===== src/rtl/cfg_pkg.sv =====
// Shared types and constants for the camera configuration sequencer.
//   cfg_state_t    sequencer FSM states
//   CFG_END_MARK   ROM word that terminates the table
//   CFG_DELAY_REG  ROM high byte that marks a timed delay entry
//   is_busy_state  true for every state except idle and done
package cfg_pkg;

    typedef enum logic [2:0] {
        StIdle,
        StFetch,
        StDecode,
        StSend,
        StWaitAck,
        StDelay,
        StDone
    } cfg_state_t;

    localparam logic [15:0] CFG_END_MARK  = 16'hFFFF;
    localparam logic [7:0]  CFG_DELAY_REG = 8'hFF;

    function automatic logic is_busy_state(input cfg_state_t s);
        return !((s == StIdle) || (s == StDone));
    endfunction

endpackage


===== src/rtl/cfg_delay_timer.sv =====
// Down-counter for ROM delay markers.
//   i_clk      system clock
//   i_rst      asynchronous, active-high reset (counter cleared)
//   i_load     load DELAY_CYCLES-1; takes priority over counting
//   o_expired  counter has reached zero
// After a load the counter spends exactly DELAY_CYCLES cycles before (and including) the
// cycle in which o_expired is seen, so the owner stays DELAY_CYCLES cycles in its wait state.
module cfg_delay_timer #(
    parameter int unsigned DELAY_CYCLES = 240_000
) (
    input  logic i_clk,
    input  logic i_rst,
    input  logic i_load,
    output logic o_expired
);

    localparam int unsigned   CW       = (DELAY_CYCLES > 1) ? $clog2(DELAY_CYCLES) : 1;
    localparam logic [CW-1:0] LOAD_VAL = CW'(DELAY_CYCLES - 1);

    logic [CW-1:0] count_q, count_d;

    always_comb begin
        count_d = count_q;
        if (i_load) begin
            count_d = LOAD_VAL;
        end else if (count_q != '0) begin
            count_d = count_q - 1'b1;
        end
    end

    always_ff @(posedge i_clk or posedge i_rst) begin
        if (i_rst) begin
            count_q <= '0;
        end else begin
            count_q <= count_d;
        end
    end

    assign o_expired = (count_q == '0);

endmodule


===== src/rtl/cfg_sequencer.sv =====
// Walks the camera configuration ROM from address 0 and issues each {reg,value} entry to the
// SCCB write master. 16'hFFFF ends the table; 16'hFFxx inserts a DELAY_CYCLES wait.
//   i_clk, i_rst                  clock, asynchronous active-high reset
//   i_start                       begin/restart; honoured only in idle or done
//   o_busy, o_done                status, registered, never both high
//   o_rom_addr, i_rom_data        ROM address out, registered ROM word in (1-cycle latency)
//   o_sccb_valid, i_sccb_ready    write request handshake
//   o_sccb_reg, o_sccb_data       register address / value, stable while valid
//   i_sccb_done                   write completed pulse, only honoured while waiting for it
module cfg_sequencer
    import cfg_pkg::*;
#(
    parameter int unsigned DELAY_CYCLES = 240_000,
    parameter int unsigned ROM_AW       = 8
) (
    input  logic              i_clk,
    input  logic              i_rst,
    input  logic              i_start,
    output logic              o_busy,
    output logic              o_done,
    output logic [ROM_AW-1:0] o_rom_addr,
    input  logic [15:0]       i_rom_data,
    output logic              o_sccb_valid,
    input  logic              i_sccb_ready,
    output logic [7:0]        o_sccb_reg,
    output logic [7:0]        o_sccb_data,
    input  logic              i_sccb_done
);

    localparam logic [ROM_AW-1:0] ADDR_LAST = '1;

    cfg_state_t        state_q, state_d;
    logic [ROM_AW-1:0] addr_q, addr_d;
    logic              valid_q, valid_d;
    logic [7:0]        reg_q, reg_d;
    logic [7:0]        data_q, data_d;
    logic              busy_q, done_q;
    logic              delay_load, delay_expired, advance;

    cfg_delay_timer #(
        .DELAY_CYCLES(DELAY_CYCLES)
    ) u_delay_timer (
        .i_clk    (i_clk),
        .i_rst    (i_rst),
        .i_load   (delay_load),
        .o_expired(delay_expired)
    );

    always_comb begin
        state_d    = state_q;
        addr_d     = addr_q;
        valid_d    = valid_q;
        reg_d      = reg_q;
        data_d     = data_q;
        delay_load = 1'b0;
        advance    = 1'b0;

        case (state_q)
            StIdle, StDone: begin
                if (i_start) begin
                    state_d = StFetch;
                    addr_d  = '0;
                end
            end
            StFetch: state_d = StDecode;
            StDecode: begin
                if (i_rom_data == CFG_END_MARK) begin
                    state_d = StDone;
                end else if (i_rom_data[15:8] == CFG_DELAY_REG) begin
                    state_d    = StDelay;
                    delay_load = 1'b1;
                end else begin
                    reg_d   = i_rom_data[15:8];
                    data_d  = i_rom_data[7:0];
                    valid_d = 1'b1;
                    state_d = StSend;
                end
            end
            StSend: begin
                if (i_sccb_ready) begin
                    valid_d = 1'b0;
                    state_d = StWaitAck;
                end
            end
            StWaitAck: advance = i_sccb_done;
            StDelay:   advance = delay_expired;
            default:   state_d = StIdle;
        endcase

        // A table without an end marker stops at the last address instead of wrapping.
        if (advance) begin
            if (addr_q == ADDR_LAST) begin
                state_d = StDone;
            end else begin
                addr_d  = addr_q + 1'b1;
                state_d = StFetch;
            end
        end
    end

    always_ff @(posedge i_clk or posedge i_rst) begin
        if (i_rst) begin
            state_q <= StIdle;
            addr_q  <= '0;
            valid_q <= 1'b0;
            reg_q   <= '0;
            data_q  <= '0;
            busy_q  <= 1'b0;
            done_q  <= 1'b0;
        end else begin
            state_q <= state_d;
            addr_q  <= addr_d;
            valid_q <= valid_d;
            reg_q   <= reg_d;
            data_q  <= data_d;
            busy_q  <= is_busy_state(state_d);
            done_q  <= (state_d == StDone);
        end
    end

    assign o_busy       = busy_q;
    assign o_done       = done_q;
    assign o_rom_addr   = addr_q;
    assign o_sccb_valid = valid_q;
    assign o_sccb_reg   = reg_q;
    assign o_sccb_data  = data_q;

endmodule


===== config.mk =====
export PLATFORM = sky130hd
export DESIGN_NAME = cfg_sequencer
export DESIGN_NICKNAME = d
export VERILOG_FILES = /design/src/rtl/cfg_pkg.sv /design/src/rtl/cfg_delay_timer.sv /design/src/rtl/cfg_sequencer.sv
export SDC_FILE = /design/constraint.sdc
export NUM_CORES = 1
export LEC_CHECK = 0
export ABC_CLOCK_PERIOD_IN_PS = 3150
export CORE_MARGIN = 1
export CORE_UTILIZATION = 47
export CTS_CLUSTER_SIZE = 24
export DETAILED_ROUTE_END_ITERATION = 16
export PLACE_DENSITY = 0.87
export SLEW_MARGIN = 25
export SYNTH_ARGS = -nofsm -noshare
export SYNTH_HDL_FRONTEND = slang
export SYNTH_HIERARCHICAL = 1
export SYNTH_SLANG_ARGS = --single-unit

===== constraint.sdc =====
create_clock -name i_clk -period 3.15 [get_ports i_clk]
set_clock_uncertainty 0.2 [all_clocks]
set_input_delay 0.63 -clock i_clk [delete_from_list [all_inputs] [get_ports i_clk]]
set_output_delay 0.63 -clock i_clk [all_outputs]
set_load 0.01 [all_outputs]

=== Word-level counts from Yosys, hierarchy flattened ===
Cells that the tools add are included.

* Output and inout bits: 27
* Flip-flop bits (word level): 48

* Bitwise logic cells: 2
* Reduce and logical (&&, ||, !) cells: 12
* Equal/unequal tests: 13
* $add $sub $neg: 2
* Multiplexer cells: 21

{| class="wikitable"
|+ Operator list
! kind !! count
|-
| 18-bit two-way mux || 2
|-
| 8-bit two-way mux || 4
|-
| 18-bit zero test || 1
|-
| 3-bit two-way mux || 6
|-
| 18-bit nonzero test || 1
|-
| 18-bit by 1-bit subtractor with 18-bit output (second input constant) || 1
|-
| 16-bit equality test (second input constant) || 1
|-
| 8-bit equality test (second input constant) || 2
|-
| 3-bit one-hot mux with 5 select lines || 1
|-
| 3-bit equality test (second input constant) || 4
|-
| 8-bit by 1-bit adder with 8-bit output (second input constant) || 1
|-
| 3-bit by 2-bit equality test with 1-bit output (second input constant) || 2
|-
| 3-bit zero test || 2
|-
| 1-bit two-way mux || 6
|-
| 2-bit inequality test (second input constant) || 3
|-
| 1-bit one-hot mux with 2 select lines || 2
|-
| 4-bit AND reduction || 1
|-
| 2-bit nonzero test || 2
|-
| 2-bit OR reduction || 2
|-
| 3-bit by 1-bit equality test with 1-bit output (second input constant) || 1
|-
| 3-bit AND reduction || 1
|-
| 1-bit inverter || 2
|-
| 1-bit zero test || 1
|-
| 1-bit logical OR || 1
|}

=== Longest topological paths before layout ===
* Word-level depth: 8
* Depth in mapped cells: 10
* Gate-level depth less buffers: 9

=== By module ===
The synthesis kept the hierarchy.

{| class="wikitable"
|+ By module, submodules not included
! module !! cells an instance !! area an instance (um^2) !! instances
|-
| cfg_sequencer || 124 || 1,486.4 || 1
|-
| cfg_delay_timer || 108 || 1,001.0 || 1
|}

=== Worst setup path before layout ===
OpenSTA, ideal clock, no wires.

* Path kind: reg-to-reg
* From: register u_delay_timer.count_q[13]
* To: register addr_q[5] (netlist: o_rom_addr[5])
* Stages on the path, launching flop included: 11
* Setup slack: 31 ps
* Path buffers: 2
* Data required time: 2,821 ps
* Arrival time: 2,790 ps
* Period minus slack after synthesis: 3,119 ps
* Cell sequence: dfrtp_1 -> or4_1 -> buf_2 -> or4_1 -> buf_2 -> nor3_2 -> mux2i_2 -> a311oi_4 -> nand4_4 -> o211ai_1 -> o31ai_1

* Longest elaborated chain between the ends: 3

{| class="wikitable"
|+ RTL lines
! element !! RTL line !! RTL
|-
| from (decl) || cfg_delay_timer.sv:20 || <nowiki>logic [CW-1:0] count_q, count_d;</nowiki>
|-
| from (signal assigned) || cfg_delay_timer.sv:35 || <nowiki>count_q <= count_d;</nowiki>
|-
| 18-bit zero test || cfg_delay_timer.sv:39 || <nowiki>assign o_expired = (count_q == '0);</nowiki>
|-
| named net delay_expired || cfg_sequencer.sv:38 || <nowiki>logic delay_load, delay_expired, advance;</nowiki>
|-
| 1-bit one-hot mux with 2 select lines || cfg_sequencer.sv:58 || <nowiki>case (state_q)</nowiki>
|-
| 8-bit two-way mux || cfg_sequencer.sv:91 || <nowiki>if (advance) begin</nowiki>
|-
| named net addr_d[5] || cfg_sequencer.sv:33 || <nowiki>logic [ROM_AW-1:0] addr_q, addr_d;</nowiki>
|-
| to (signal assigned) || cfg_sequencer.sv:112 || <nowiki>addr_q <= addr_d;</nowiki>
|-
| to (decl) || cfg_sequencer.sv:33 ||
|}

The timed path passes the listed nets, and every way through them passes these cells.
A chain may end at the register's enable or synchronous reset.

=== Worst setup path in the final report ===
Ends and elaborated chain as after synthesis.

==> flow_summary_export.csv <==
group,metric,value,unit
timing,setup_viol,0,
run_status,status,"finished clean",
timing,period_minus_slack,2990,ps
cts,clk_latency,310,ps
cts,postCtsSetupBuffers,0,
timing,whs,311,ps
global_route,grt_pass1_vias,1971,
place,routabilityCongestion,0.886,
synth,synthDistinctLibCells,58,
timing,tns,0,ps
synth,async_flop_share,100,%
cts,cts_resized,0,
worst_setup_path,path_max_fanout,7,
timing,tightest_slew,699,ps
global_route,grt_pass1_wl,9400,microns
final_layout,areaGrowthSynthToFinish,28.2,%
timing,finalCritPeriodShare,94.8,%
synth,netlist_instances,232,
timing,fmax,0.335,GHz
cts,tritoncts,"built",
synth,synth.most_common_cell,"dfrtp_1",
detailed_routing,vias,2025,
worst_setup_path,slowest_delay,540,ps
synth,synth-edff-count,0,
worst_setup_path,crit_type,"reg2reg",
synth,ys.flop_type,"dfrtp_1",
cts,htree_num_levels,2,
final_layout,antenna-diode-count,0,
cts,cts.reportedPaths.clkPinSlew,90,ps
cts,numClockSinks,48,
detailed_routing,routed_via_density,5.64,
cts,hold_buffers,0,
synth,syn_area,2490,sq um
synth,ys_seq_area_share,48.3,%
pwr,p_per_area,753,nW/um^2
detailed_routing,dr.pass1.iters,4,
detailed_routing,remaining_drc_errors,0,
cts,cts-root-buf,"clkbuf_8",
floorplanning,die_y,74.8,microns
floorplanning,fp.dieW,74.8,microns
global_route,antenna_found_initial,0,
worst_setup_path,crit_required,3140,ps
run,drv_cap,0,
min_path,hold_class,"reg2reg",
pwr,total_leakage_power,0.00128,uW
synth,syn-mean-instance-area,10.7,sq um
worst_setup_path,critPathMostFrequentCell,"or4_1",
synth,yosys-top-cells-area,"dfrtp_1 48%, mux2_2 7.2%, o31ai_1 3.3%",
worst_setup_path,worst-r2r-setup-slack,160,ps
timing,rsz0062_at_grt,"false",
global_route,grt_max_degree,31,
cts,clock_path_buffers,2,
global_route,grtUsageTotal,22.5,%
detailed_routing,drtIter0Drc,158,
floorplanning,io_pins,48,
final_layout,fin_util,62.4,%
synth,yosys.area.top_type,"dfrtp_1",
worst_setup_path,arrival,2980,ps
global_route,overflow,0,
floorplanning,rows,26,
timing,hold_viol,0,
floorplanning,start_util,48.7,%
worst_setup_path,critical-path-top-delay-family,"simple AND/OR/NAND/NOR gates",
final_layout,largest_reg_flops,18,
detailed_routing,drt_wl_total,5640,microns
floorplanning,dieArea,5590,sq um
place,portBuffers,47,
synth,syn-num-nets,255,
synth,yosysWarnings,6,
timing,max_slew_margin,53.3,%
worst_setup_path,start_kind,"register",
place,dpl_worst_slack,187,ps
worst_setup_path,path_cells,"or4_1 -> or4_1 -> nor3_2 -> mux2i_2 -> a311oi_4 -> nand4_4 -> o211ai_1 -> o31ai_1",
cts,cts_buffers,5,
final_layout,regMostFlops,"u_delay_timer/count_q",
worst_setup_path,critPathBufInv,0,
timing,slew_violations,0,
worst_setup_path,crit_slowest_cell,"or4_1",
synth,synth_top_cells_by_count,"48 x dfrtp_1, 18 x nand2_1, 16 x mux2_2, 13 x a21oi_1, 12 x o21ai_0",
synth,synth_seq_cells,48,
final_layout,nNetsFinal,311,
pwr,peakVddDrop,0.581,mV
synth,synth_top_cell_area_share,48.3,%
detailed_routing,ant_nets,0,
timing,layout_setup_ws,163,ps
floorplanning,fp.coreArea,5110,sq um
place,place_hpwl,4080,microns
worst_setup_path,critPathCaptureType,"register",
final_layout,drive_gt1_share,17.0,%
detailed_routing,wl_per_cell,15.7,microns
[logic make-up after synthesis]
group                    synth area share, %
XOR/XNOR                                1.41
flip-flops                              48.3
buffers and inverters                   3.47
adder cells (fa/ha/maj)                 1.01
AO/OA/AOI/OAI                           15.9
multiplexers                            9.41
AND/OR/NAND/NOR                         20.5
[layout make-up]
class | count | area [sq um]
fill | 410 | 1920
multi-input combinational | 167 | 1210
sequential | 48 | 1200
timing repair buffer | 57 | 546
tap | 70 | 87.6
clock buffer | 5 | 68.8
clock inverter | 3 | 46.3
inverter | 9 | 33.8
[layer usage]
| metal | part of all wire (%) | global-route usage (%) |
|---|---|---|
| met3 | 5.6 | 6.56 |
| met1 | 42 | 28.9 |
| met2 | 50 | 35.5 |
| met5 | 0 | 0 |
| met4 | 2.0 | 9.85 |
[stage by stage]
step / cell area [sq um] / power (uW) / cells
floorplan: 2490 / 1550 / 232
global placement: 3070 / 1890 / 351
detailed placement: 3070 / 1940 / 351
CTS: 3190 / 2410 / 359
global route: 3190 / 2550 / 359
finish: 3190 / 2400 / 359
[worst paths after layout]
check	startpoint	to	depth (start not counted)
max in group asynchronous	i_rst	u_delay_timer/count_q[2]	2
min	o_sccb_data[4]	o_sccb_data[4]	1
max reg2reg	u_delay_timer/count_q[13]	o_rom_addr[5]	8
min in group asynchronous	i_rst	o_sccb_data[3]	3
min reg2reg	o_sccb_data[4]	o_sccb_data[4]	1
max	u_delay_timer/count_q[13]	o_rom_addr[5]	8
[cell usage in the layout (no fill, tap or decap), drive strengths merged, types with 3 or more instances in the layout]
cell	count
nand2	19
nor4	3
nor3	8
o211ai	4
inv	10
dfrtp	48
nand2b	3
xor2	3
o21ai	13
mux2	16
a21oi	14
buf	10
nor2	10
or4	5
o31ai	11
clkbuf	5
or3	4
nand3	6
nand4	5
nor2b	5
clkdlybuf4s50	47
mux2i	5
a21o	3
[power breakdown]
| group | switching, uW | total (uW) | internal [uW] |
|---|---|---|---|
| Sequential | 199 | 1020 | 823 |
| Clock | 223 | 462 | 239 |
| Combinational | 400 | 918 | 519 |
(Power assumes the default switching activity.)
